<file path="config.mk">
export PLATFORM = sky130hd
export DESIGN_NAME = aes128_host_if
export DESIGN_NICKNAME = d
export VERILOG_FILES = /design/src/rtl/aes128_host_pkg.sv /design/src/rtl/aes128_type_pkg.sv /design/src/rtl/aes128_word_bank.sv /design/src/rtl/aes128_host_if.sv
export SDC_FILE = /design/constraint.sdc
export NUM_CORES = 1
export LEC_CHECK = 0
export BUFFER_PORTS_ARGS = -buffer_cell sky130_fd_sc_hd__buf_2
export CORE_ASPECT_RATIO = 0.9
export CORE_UTILIZATION = 54
export DETAILED_ROUTE_END_ITERATION = 10
export GPL_TIMING_DRIVEN = 0
export PLACE_DENSITY_LB_ADDON = 0.12
export SYNTH_ARGS = -nofsm -noshare
export SYNTH_HDL_FRONTEND = slang
export SYNTH_HIERARCHICAL = 1
export SYNTH_SLANG_ARGS = --single-unit
</file>
<file path="constraint.sdc">
create_clock -name clk_i -period 2.5 [get_ports clk_i]
set_input_delay 0.5 -clock clk_i [delete_from_list [all_inputs] [get_ports clk_i]]
set_output_delay 0.5 -clock clk_i [all_outputs]
set_load 0.01 [all_outputs]
</file>
<file path="src/rtl/aes128_host_pkg.sv">
// Register map, control/status bit positions and FSM states for the AES-128 host interface.
package aes128_host_pkg;

  localparam logic [5:0] KEY_BASE  = 6'h00;
  localparam logic [5:0] DATA_BASE = 6'h10;
  localparam logic [5:0] RES_BASE  = 6'h20;
  localparam logic [5:0] CTRL      = 6'h30;
  localparam logic [5:0] STATUS    = 6'h34;
  localparam logic [5:0] CLEAR     = 6'h38;

  localparam int CTRL_START_BIT  = 0;
  localparam int CTRL_DEC_BIT    = 1;
  localparam int CTRL_IRQ_EN_BIT = 2;

  // CLEAR reuses the STATUS bit positions for done and error.
  localparam int STAT_BUSY_BIT = 0;
  localparam int STAT_DONE_BIT = 1;
  localparam int STAT_ERR_BIT  = 2;

  typedef enum logic [1:0] {
    ST_IDLE    = 2'd0,
    ST_LAUNCH  = 2'd1,
    ST_BUSY    = 2'd2,
    ST_CAPTURE = 2'd3
  } host_state_e;

  // Word 0 is the most significant 32 bits of the 128-bit value.
  function automatic logic [31:0] word_of(input logic [127:0] v, input logic [1:0] idx);
    logic [6:0] lsb;
    lsb = 7'd96 - {idx, 5'd0};
    return v[lsb +: 32];
  endfunction

endpackage

</file>
<file path="src/rtl/aes128_type_pkg.sv">
// Shared AES-128 type definitions used by the core and its front ends.
package aes128_type_pkg;

  typedef enum logic [1:0] {
    AES_MODE_ENC = 2'd0,
    AES_MODE_DEC = 2'd1
  } aes_mode_e;

endpackage

</file>
<file path="src/rtl/aes128_word_bank.sv">
// Four 32-bit words packed big-endian into 128 bits; writes are ignored while locked.
module aes128_word_bank (
  input  logic         clk_i,
  input  logic         rst_n_i,
  input  logic         wr_en_i,
  input  logic [1:0]   idx_i,
  input  logic [31:0]  wdata_i,
  input  logic         lock_i,
  output logic [127:0] data_o
);

  for (genvar gi = 0; gi < 4; gi++) begin : g_word
    logic [31:0] r_word;

    always_ff @(posedge clk_i) begin
      if (!rst_n_i) begin
        r_word <= '0;
      end else if (wr_en_i && !lock_i && (idx_i == 2'(gi))) begin
        r_word <= wdata_i;
      end
    end

    assign data_o[127 - 32*gi -: 32] = r_word;
  end

endmodule

</file>
<file path="src/rtl/aes128_host_if.sv">
// Bus-facing register front end for the AES-128 core: key/data assembly,
// start handshake, busy tracking, result capture and interrupt.
module aes128_host_if
  import aes128_type_pkg::*;
  import aes128_host_pkg::*;
(
  input  logic         clk_i,
  input  logic         rst_n_i,
  input  logic [5:0]   addr_i,
  input  logic [31:0]  wdata_i,
  input  logic         wr_en_i,
  input  logic         rd_en_i,
  output logic [31:0]  rdata_o,
  output logic         rd_valid_o,
  output logic         irq_o,
  output logic         core_start_o,
  output logic [1:0]   core_op_o,
  output logic [127:0] core_key_o,
  output logic [127:0] core_data_o,
  input  logic [127:0] core_result_i,
  input  logic         core_valid_i,
  input  logic         core_ready_i
);

  host_state_e  r_state, w_state_next;
  aes_mode_e    r_op, w_op_next;
  logic         r_irq_en, w_irq_en_next;
  logic         r_done, w_done_next;
  logic         r_err, w_err_next;
  logic [127:0] r_result;
  logic [31:0]  r_rdata;
  logic         r_rd_valid;

  logic [31:0]  w_rd_value;
  logic [1:0]   w_op_bits;
  logic [1:0]   w_idx;
  logic         w_busy;
  logic         w_hit_key, w_hit_data, w_hit_res;
  logic         w_hit_ctrl, w_hit_status, w_hit_clear;
  logic         w_key_we, w_data_we, w_wr_ctrl, w_wr_clear;
  logic         w_start_req, w_launch, w_new_err;

  assign w_idx        = addr_i[3:2];
  assign w_hit_key    = (addr_i[5:4] == KEY_BASE[5:4]);
  assign w_hit_data   = (addr_i[5:4] == DATA_BASE[5:4]);
  assign w_hit_res    = (addr_i[5:4] == RES_BASE[5:4]);
  assign w_hit_ctrl   = (addr_i[5:2] == CTRL[5:2]);
  assign w_hit_status = (addr_i[5:2] == STATUS[5:2]);
  assign w_hit_clear  = (addr_i[5:2] == CLEAR[5:2]);

  assign w_busy      = (r_state != ST_IDLE);
  assign w_key_we    = wr_en_i && w_hit_key;
  assign w_data_we   = wr_en_i && w_hit_data;
  assign w_wr_ctrl   = wr_en_i && w_hit_ctrl;
  assign w_wr_clear  = wr_en_i && w_hit_clear;
  assign w_start_req = w_wr_ctrl && wdata_i[CTRL_START_BIT];
  assign w_launch    = w_start_req && (r_state == ST_IDLE) && core_ready_i;
  // A refused start (busy or core not ready) and a dropped key/data write both flag error.
  assign w_new_err   = (w_start_req && !w_launch) || ((w_key_we || w_data_we) && w_busy);

  // Key and data are frozen while an operation is in flight.
  aes128_word_bank u_key_bank (
    .clk_i   (clk_i),
    .rst_n_i (rst_n_i),
    .wr_en_i (w_key_we),
    .idx_i   (w_idx),
    .wdata_i (wdata_i),
    .lock_i  (w_busy),
    .data_o  (core_key_o)
  );

  aes128_word_bank u_data_bank (
    .clk_i   (clk_i),
    .rst_n_i (rst_n_i),
    .wr_en_i (w_data_we),
    .idx_i   (w_idx),
    .wdata_i (wdata_i),
    .lock_i  (w_busy),
    .data_o  (core_data_o)
  );

  always_ff @(posedge clk_i) begin
    if (!rst_n_i) begin
      r_state <= ST_IDLE;
    end else begin
      r_state <= w_state_next;
    end
  end

  always_comb begin
    w_state_next = r_state;
    core_start_o = 1'b0;
    unique case (r_state)
      ST_IDLE:    if (w_launch) w_state_next = ST_LAUNCH;
      ST_LAUNCH: begin
        core_start_o = 1'b1;
        w_state_next = ST_BUSY;
      end
      ST_BUSY:    if (core_valid_i) w_state_next = ST_CAPTURE;
      ST_CAPTURE: w_state_next = ST_IDLE;
      default:    w_state_next = ST_IDLE;
    endcase
  end

  always_comb begin
    w_op_next     = r_op;
    w_irq_en_next = r_irq_en;
    w_done_next   = r_done;
    w_err_next    = r_err;
    if (w_launch) begin
      w_op_next = wdata_i[CTRL_DEC_BIT] ? AES_MODE_DEC : AES_MODE_ENC;
    end
    if (w_wr_ctrl) begin
      w_irq_en_next = wdata_i[CTRL_IRQ_EN_BIT];
    end
    // Later assignments take priority: capture beats clear, new error beats clear.
    if (w_wr_clear && wdata_i[STAT_DONE_BIT]) w_done_next = 1'b0;
    if (w_launch)                             w_done_next = 1'b0;
    if (r_state == ST_CAPTURE)                w_done_next = 1'b1;
    if (w_wr_clear && wdata_i[STAT_ERR_BIT])  w_err_next  = 1'b0;
    if (w_new_err)                            w_err_next  = 1'b1;
  end

  always_ff @(posedge clk_i) begin
    if (!rst_n_i) begin
      r_op     <= AES_MODE_ENC;
      r_irq_en <= 1'b0;
      r_done   <= 1'b0;
      r_err    <= 1'b0;
      r_result <= '0;
    end else begin
      r_op     <= w_op_next;
      r_irq_en <= w_irq_en_next;
      r_done   <= w_done_next;
      r_err    <= w_err_next;
      if (r_state == ST_CAPTURE) begin
        r_result <= core_result_i;
      end
    end
  end

  assign w_op_bits = w_op_next;

  // Bus-written registers forward a same-cycle write; RESULT shows the pre-capture value.
  always_comb begin
    w_rd_value = '0;
    if (w_hit_key) begin
      w_rd_value = (w_key_we && !w_busy) ? wdata_i : word_of(core_key_o, w_idx);
    end else if (w_hit_data) begin
      w_rd_value = (w_data_we && !w_busy) ? wdata_i : word_of(core_data_o, w_idx);
    end else if (w_hit_res) begin
      w_rd_value = word_of(r_result, w_idx);
    end else if (w_hit_ctrl) begin
      w_rd_value[CTRL_IRQ_EN_BIT] = w_irq_en_next;
      w_rd_value[CTRL_DEC_BIT]    = w_op_bits[0];
    end else if (w_hit_status) begin
      w_rd_value[STAT_BUSY_BIT] = w_busy;
      w_rd_value[STAT_DONE_BIT] = r_done;
      w_rd_value[STAT_ERR_BIT]  = r_err;
    end
  end

  always_ff @(posedge clk_i) begin
    if (!rst_n_i) begin
      r_rdata    <= '0;
      r_rd_valid <= 1'b0;
    end else begin
      r_rdata    <= rd_en_i ? w_rd_value : 32'd0;
      r_rd_valid <= rd_en_i;
    end
  end

  assign rdata_o    = r_rdata;
  assign rd_valid_o = r_rd_valid;
  assign irq_o      = r_done & r_irq_en;
  assign core_op_o  = r_op;

endmodule

</file>
==> flow_summary.ini, run 1 <==
[worst_setup_path]
critPathMaxStageDelay_ns = 0.38
crit_chain = inv_1 -> ha_2 -> clkbuf_2 -> clkinvlp_4 -> nand4b_1 -> buf_2 -> mux2i_1
critical_path_class = reg -> reg
slowest_stage = nand4b_1
cpLargestDelayFamily = buffers and inverters
reg2regPathDepth = 7
crit_fanout = 10
end_kind = flop
worstPathArrival_ns = 2.86
cp.depth = 7
worst-path-buf-inv = 4
crit_required_ns = 2.96
start_kind = flop

[flow_run]
maxCapViolCount = 0

[clock_tree]
insertion_delay_ns = 0.55
htreeDepth = 2
clock_sinks = 423
cts_tree = yes
clockBufferDepth = 3
root_buffer = clkbuf_16
cts_made_buffers = 44
cts.clk_slew.worst_paths_ns = 0.06
ctsHoldBuffers = 0

[logic_synthesis]
synth_area_um2 = 18600
synth_area_leader_cell = dfxtp_1
synthCells = 1753
avgSynthCellArea_um2 = 10.6
synth_top_area_share = 0.456
synth-seq-cells = 423
synth.distinct_cells = 51
syn-num-nets = 1930
synth_area_leaders = dfxtp_1 (46%), mux2i_1 (22%), mux4_2 (10%), nand2_1 (6.8%), nor2_1 (2.7%)
ys.flop_type = dfxtp_1
yosysMostFrequentCell = dfxtp_1
synth-edff-count = 0
synth_commonest_cells = dfxtp_1 (423), mux2i_1 (405), nand2_1 (334)
seq_area_frac_synth = 0.456
ys.warnings.count = 6
async_reset_ff_frac = 0

[drt]
wl_um = 72500
wl_per_cell_um = 26.2
vias = 16700
drt_pass1_iterations = 5
postRouteAntennaNets = 0
drtIter0Drc = 1783
via_per_inst = 6.03
drc = 0

[pwr]
combPwrFrac = 0.135
power_density_nw_per_um2 = 669
seq_power_share = 0.456
power_switching_uw = 4140
p_total_uw = 15300
ir_worst_vdd_mv = 0.477
p_int_uw = 11100
switching_share = 0.271
cellLeakagePower_uw = 0.0108
power_frac_clock = 0.409

[floorplan]
start_util = 0.548
die-area_um2 = 35100
chipWidth_um = 197
ios = 465
fp.dieH_um = 178
fp.coreArea_um2 = 33900
fp-row-count = 64

[timing]
max_slew_margin = 0.493
setup_viol = 0
final_hold_viol_count = 0
setup_tns_ns = 0
report.final.slew_viol_count = 0
tightest_slew_ns = 0.761
rsz0062_at_grt = false
min_period_over_period = 0.959
fmax_ghz = 0.417
fin_crit_ns = 2.40
clock_skew_ns = 0.0100

[place]
numPortBuffers = 458
place.gp.congestion = 1.03
hpwlAfterDp_um = 55200

[outcome]
status = finished, final reports clean

[grt]
grt_pass1_wl_um = 102000
grt_max_degree = 14
first_global_vias = 15700
grt_usage = 0.399
antenna_found_initial = 6
overflow = 0

[min_path]
min_path_type = in -> reg
whs_path_depth = 3

[finish]
syn_to_final_growth_pct = 23.2
fillCellCount = 2816
nNetsFinal = 2443
drive_above_1_share = 0.311
## metal layers
| layer | track usage | part of all wire | up-vias |
|---|---|---|---|
| met4 | 0.160 | 0.040 | 6 |
| met1 | 0.545 | 0.40 | 8233 |
| li1 | - | - | 7222 |
| met2 | 0.605 | 0.44 | 1073 |
| met3 | 0.0994 | 0.12 | 160 |
| met5 | 0 | 0.00063 | - |
## power by group through the flow
stage / Clock (uW) / Combinational, uW / Sequential [uW]
3_5_place_dp: 0 / 1950 / 7120
5_1_grt: 6550 / 2140 / 6980
3_3_place_gp: 0 / 1920 / 7110
2_1_floorplan: 0 / 1130 / 7140
4_1_cts: 6260 / 1970 / 6970
6_report: 6250 / 2060 / 6980
## cells by family (layout without fill, tap and decap cells)
group                      count (synthesis)  in the layout  synth area share
and+or+nand+nor                          544            544             0.124
muxes                                    495            495             0.323
DFF                                      423            423             0.456
buffers and inverters                    156            700            0.0455
AOI/OAI and AO/OA                        129            129            0.0468
adders and majority gates                  5              5           0.00337
other                                      1              9          0.000202
## layout make-up
| cell class | count | area, um^2 | area share |
|---|---|---|---|
| sequential | 423 | 8470 | 0.370 |
| multi-input combinational | 1174 | 9250 | 0.404 |
| tap | 462 | 578 | 0.0253 |
| buffer | 147 | 812 | 0.0355 |
| clock buffer | 68 | 1290 | 0.0565 |
| timing repair buffer | 467 | 2360 | 0.103 |
| clock inverter | 9 | 53.8 | 0.00235 |
| antenna | 8 | 20.0 | 0.000875 |
| inverter | 9 | 37.5 | 0.00164 |
## placed cells by master (no fill, tap or decap), types with 5 or more instances in the layout
cell type / instances
a22oi_1: 5
buf_4: 34
dfxtp_1: 423
mux2_2: 7
buf_1: 5
diode_2: 8
inv_1: 5
clkbuf_8: 8
a21oi_1: 31
o22ai_1: 15
nor4_1: 15
clkbuf_16: 45
mux2i_1: 405
a211o_1: 11
buf_6: 10
clkbuf_1: 69
nand2_1: 334
o21ai_0: 7
clkinv_2: 6
nand3_1: 9
o21ai_1: 11
mux4_2: 83
buf_2: 507
nor2_1: 133
and3_1: 27
a211oi_1: 33
## timing repair
item,in CTS,in global routing
setup endpoints to repair,120,58
resized for setup,1,2
pin swaps,2,0
setup buffers,7,2
## worst min-delay path, stage by stage
cell and delay, ns:
buf_2 0.07, mux2i_1 0.05, nor2_1 0.07
## stage by stage
| step | util | instance area (um^2) | std cells | setup slack (ns) | hold WS (ns) |
|---|---|---|---|---|---|
| CTS | 0.674 | 22800 | 2757 | 0.0397 | 0.177 |
| detailed placement | 0.633 | 21400 | 2673 | -0.235 | 0.463 |
| global route | 0.675 | 22900 | 2762 | 0.0158 | 0.181 |
| floorplan | - | 18600 | 1753 | 0.368 | 0.451 |
| finish | 0.675 | 22900 | 2767 | 0.103 | 0.187 |
| global placement | 0.633 | 21400 | 2673 | -0.197 | 0.449 |
## state kept, by name (all words and copies together), names as in the netlist
name and count:
r_done 1, r_state 2, r_irq_en 1, core_op_o 1, r_result 128, rd_valid_o 1
u_data_bank/g_word.r_word 128, rdata_o 32, r_err 1, u_key_bank/g_word.r_word 128
## final timing paths
kind	from	to	slack (ns)
worst max-delay path	r_state[1]$_SDFFE_PN0P_	u_data_bank/g_word[3].r_word[7]$_SDFFE_PN0P_	0.10
worst min-delay path	core_result_i[47]	r_result[47]$_SDFFE_PN0P_	0.19
worst max register to register	r_state[1]$_SDFFE_PN0P_	u_data_bank/g_word[3].r_word[7]$_SDFFE_PN0P_	0.10
worst min register to register	u_data_bank/g_word[0].r_word[26]$_SDFFE_PN0P_	u_data_bank/g_word[0].r_word[26]$_SDFFE_PN0P_	0.47
Power figures use the tool's default switching activity.
==> run 2: changes to the inputs <==
--- a/config.mk
+++ b/config.mk
@@ -7,6 +7,7 @@
 export LEC_CHECK = 0
 export BUFFER_PORTS_ARGS = -buffer_cell sky130_fd_sc_hd__buf_2
 export CORE_ASPECT_RATIO = 0.9
+export CORE_MARGIN = 2
 export CORE_UTILIZATION = 54
 export DETAILED_ROUTE_END_ITERATION = 10
 export GPL_TIMING_DRIVEN = 0
==> flow_summary.ini, run 2 (synthesis results as in run 1) <==
[grt]
first_global_vias = 15900
grt_util_met2 = 0.585
met1_usage = 0.547
antenna_found_initial = 11
grt_max_degree = 15
gr-usage-met3 = 0.117
grt_usage = 0.398
grt_pass1_wl_um = 104000
overflow = 0
busiest_layer = met2

[pwr]
power_density_nw_per_um2 = 682
p_total_uw = 15700
combPwrFrac = 0.133
seq_power_share = 0.445
p_int_uw = 11500
ir_worst_vdd_mv = 0.653
power_switching_uw = 4210
power_frac_clock = 0.422
switching_share = 0.269
cellLeakagePower_uw = 0.0108

[worst_setup_path]
worstPathArrival_ns = 2.84
end_kind = flop
worst-path-buf-inv = 4
crit_required_ns = 2.92
r2r_start = r_state[1]$_SDFFE_PN0P_
critPathMaxStageDelay_ns = 0.41
crit_fanout = 10
critical_path_class = reg -> reg
regToRegEndpoint = u_key_bank/g_word[3].r_word[18]$_SDFFE_PN0P_
cpLargestDelayFamily = buffers and inverters
r2r_slack_ns = 0.08
slowest_stage = nand4b_1
start_kind = flop
reg2regPathDepth = 7
crit_chain = inv_1 -> ha_1 -> clkbuf_2 -> clkinvlp_4 -> nand4b_1 -> buf_2 -> mux2i_1

[finish]
nNetsFinal = 2443
syn_to_final_growth_pct = 23.7
layout_common_cells = buf_2 (507), dfxtp_1 (423), mux2i_1 (405), nand2_1 (334), nor2_1 (133)
drive_above_1_share = 0.314
post-route-util = 0.676
design_area_um2 = 23000
multi_input_area_um2 = 9250
fillCellCount = 2797
largestRegisters = r_result: 128 flops, u_data_bank/g_word.r_word: 128 flops, u_key_bank/g_word.r_word: 128 flops
regArea_um2 = 8470
final_common_cell = buf_2

[floorplan]
chipWidth_um = 199
die-area_um2 = 35900
fp.dieH_um = 180
fp.coreArea_um2 = 34000
start_util = 0.547
fp-row-count = 64
ios = 465

[clock_tree]
insertion_delay_ns = 0.56
root_buffer = clkbuf_16
ctsHoldBuffers = 0
clockBufferDepth = 3
cts_made_buffers = 44
clock_sinks = 423
htreeDepth = 2
cts_tree = yes
cts.clk_slew.worst_paths_ns = 0.07

[timing]
final_hold_viol_count = 0
report.final.slew_viol_count = 0
fmax_ghz = 0.414
tightest_slew_ns = 0.876
rsz0062_at_grt = false
max_slew_margin = 0.414
setup_viol = 0
min_period_over_period = 0.967
fin_crit_ns = 2.42
clock_skew_ns = 0.0138

[min_path]
whs_path_depth = 3
hp-start = core_result_i[58]
min_path_type = in -> reg
worstHoldEndpoint = r_result[58]$_SDFFE_PN0P_

[flow_run]
maxCapViolCount = 0

[place]
place.gp.congestion = 0.993
hpwlAfterDp_um = 56000
post_dp_cell_area_um2 = 21400
numPortBuffers = 458

[drt]
via_per_inst = 6.03
vias = 16700
drtIter0Drc = 1767
drc = 0
wl_um = 73500
postRouteAntennaNets = 0
drt_pass1_iterations = 5
wl_per_cell_um = 26.5

[outcome]
status = finished, final reports clean
[run 2: power groups by stage]
| stage | Clock [uW] | Combinational (uW) | Sequential [uW] |
|---|---|---|---|
| after floorplan | 0 | 1130 | 7140 |
| after global placement | 0 | 1930 | 7110 |
| after detailed placement | 0 | 1960 | 7120 |
| after CTS | 6620 | 1970 | 6970 |
| after global routing | 6910 | 2160 | 6980 |
| final | 6610 | 2080 | 6980 |
[run 2: cell type report]
type | instances | share of cell area
diodes | 11 | 0.00120
plain buffers | 147 | 0.0354
clock buffers | 62 | 0.0553
clock inverters | 17 | 0.00719
inverters | 9 | 0.00163
multi-input cells | 1174 | 0.403
flip-flops and latches | 423 | 0.369
well taps | 462 | 0.0252
repair buffers | 467 | 0.103
[run 2: worst register-to-register path: cells and delay by family, from the launching register on]
kind / cells / cell delay, ns
and+or+nand+nor: 1 / 0.41
adders and majority gates: 1 / 0.31
buffers and inverters: 4 / 1.05
muxes: 1 / 0.18
DFF: 1 / 0.34
[run 2: routing by layer]
layer	wire (um)	part of all wire
met3	8990	0.12
met2	31600	0.43
met4	3330	0.045
met5	16	0.00022
met1	29500	0.40
[run 2: worst max path at each step]
stage                                        from  slack, ns                                            to  depth (start not counted)
after floorplan                         addr_i[5]       0.37   u_key_bank/g_word[0].r_word[0]$_SDFFE_PN0P_                          7
after global placement                  addr_i[3]      -0.23                        rdata_o[23]$_SDFF_PN0_                          6
after detailed placement                addr_i[3]      -0.28                        rdata_o[23]$_SDFF_PN0_                          6
after CTS                 r_state[1]$_SDFFE_PN0P_     0.0007  u_key_bank/g_word[3].r_word[18]$_SDFFE_PN0P_                          7
after global routing      r_state[1]$_SDFFE_PN0P_      0.007  u_key_bank/g_word[3].r_word[20]$_SDFFE_PN0P_                          7
final                     r_state[1]$_SDFFE_PN0P_       0.08  u_key_bank/g_word[3].r_word[18]$_SDFFE_PN0P_                          7
[run 2: timing repair]
item	4_1_cts	5_1_grt
setup endpoints to repair	91	183
buffers inserted	6	3
resized for setup	0	3
pin swaps	2	0
[run 2: metrics by stage]
step	TNS (ns)	hold slack, ns	instances	setup WS [ns]
finish	0	0.168	2772	0.0820
global route	0	0.181	2769	0.00669
CTS	0	0.165	2758	0.000691
detailed placement	-20.52	0.466	2673	-0.276
global placement	-15.95	0.452	2673	-0.233
floorplan	0	0.451	1753	0.368
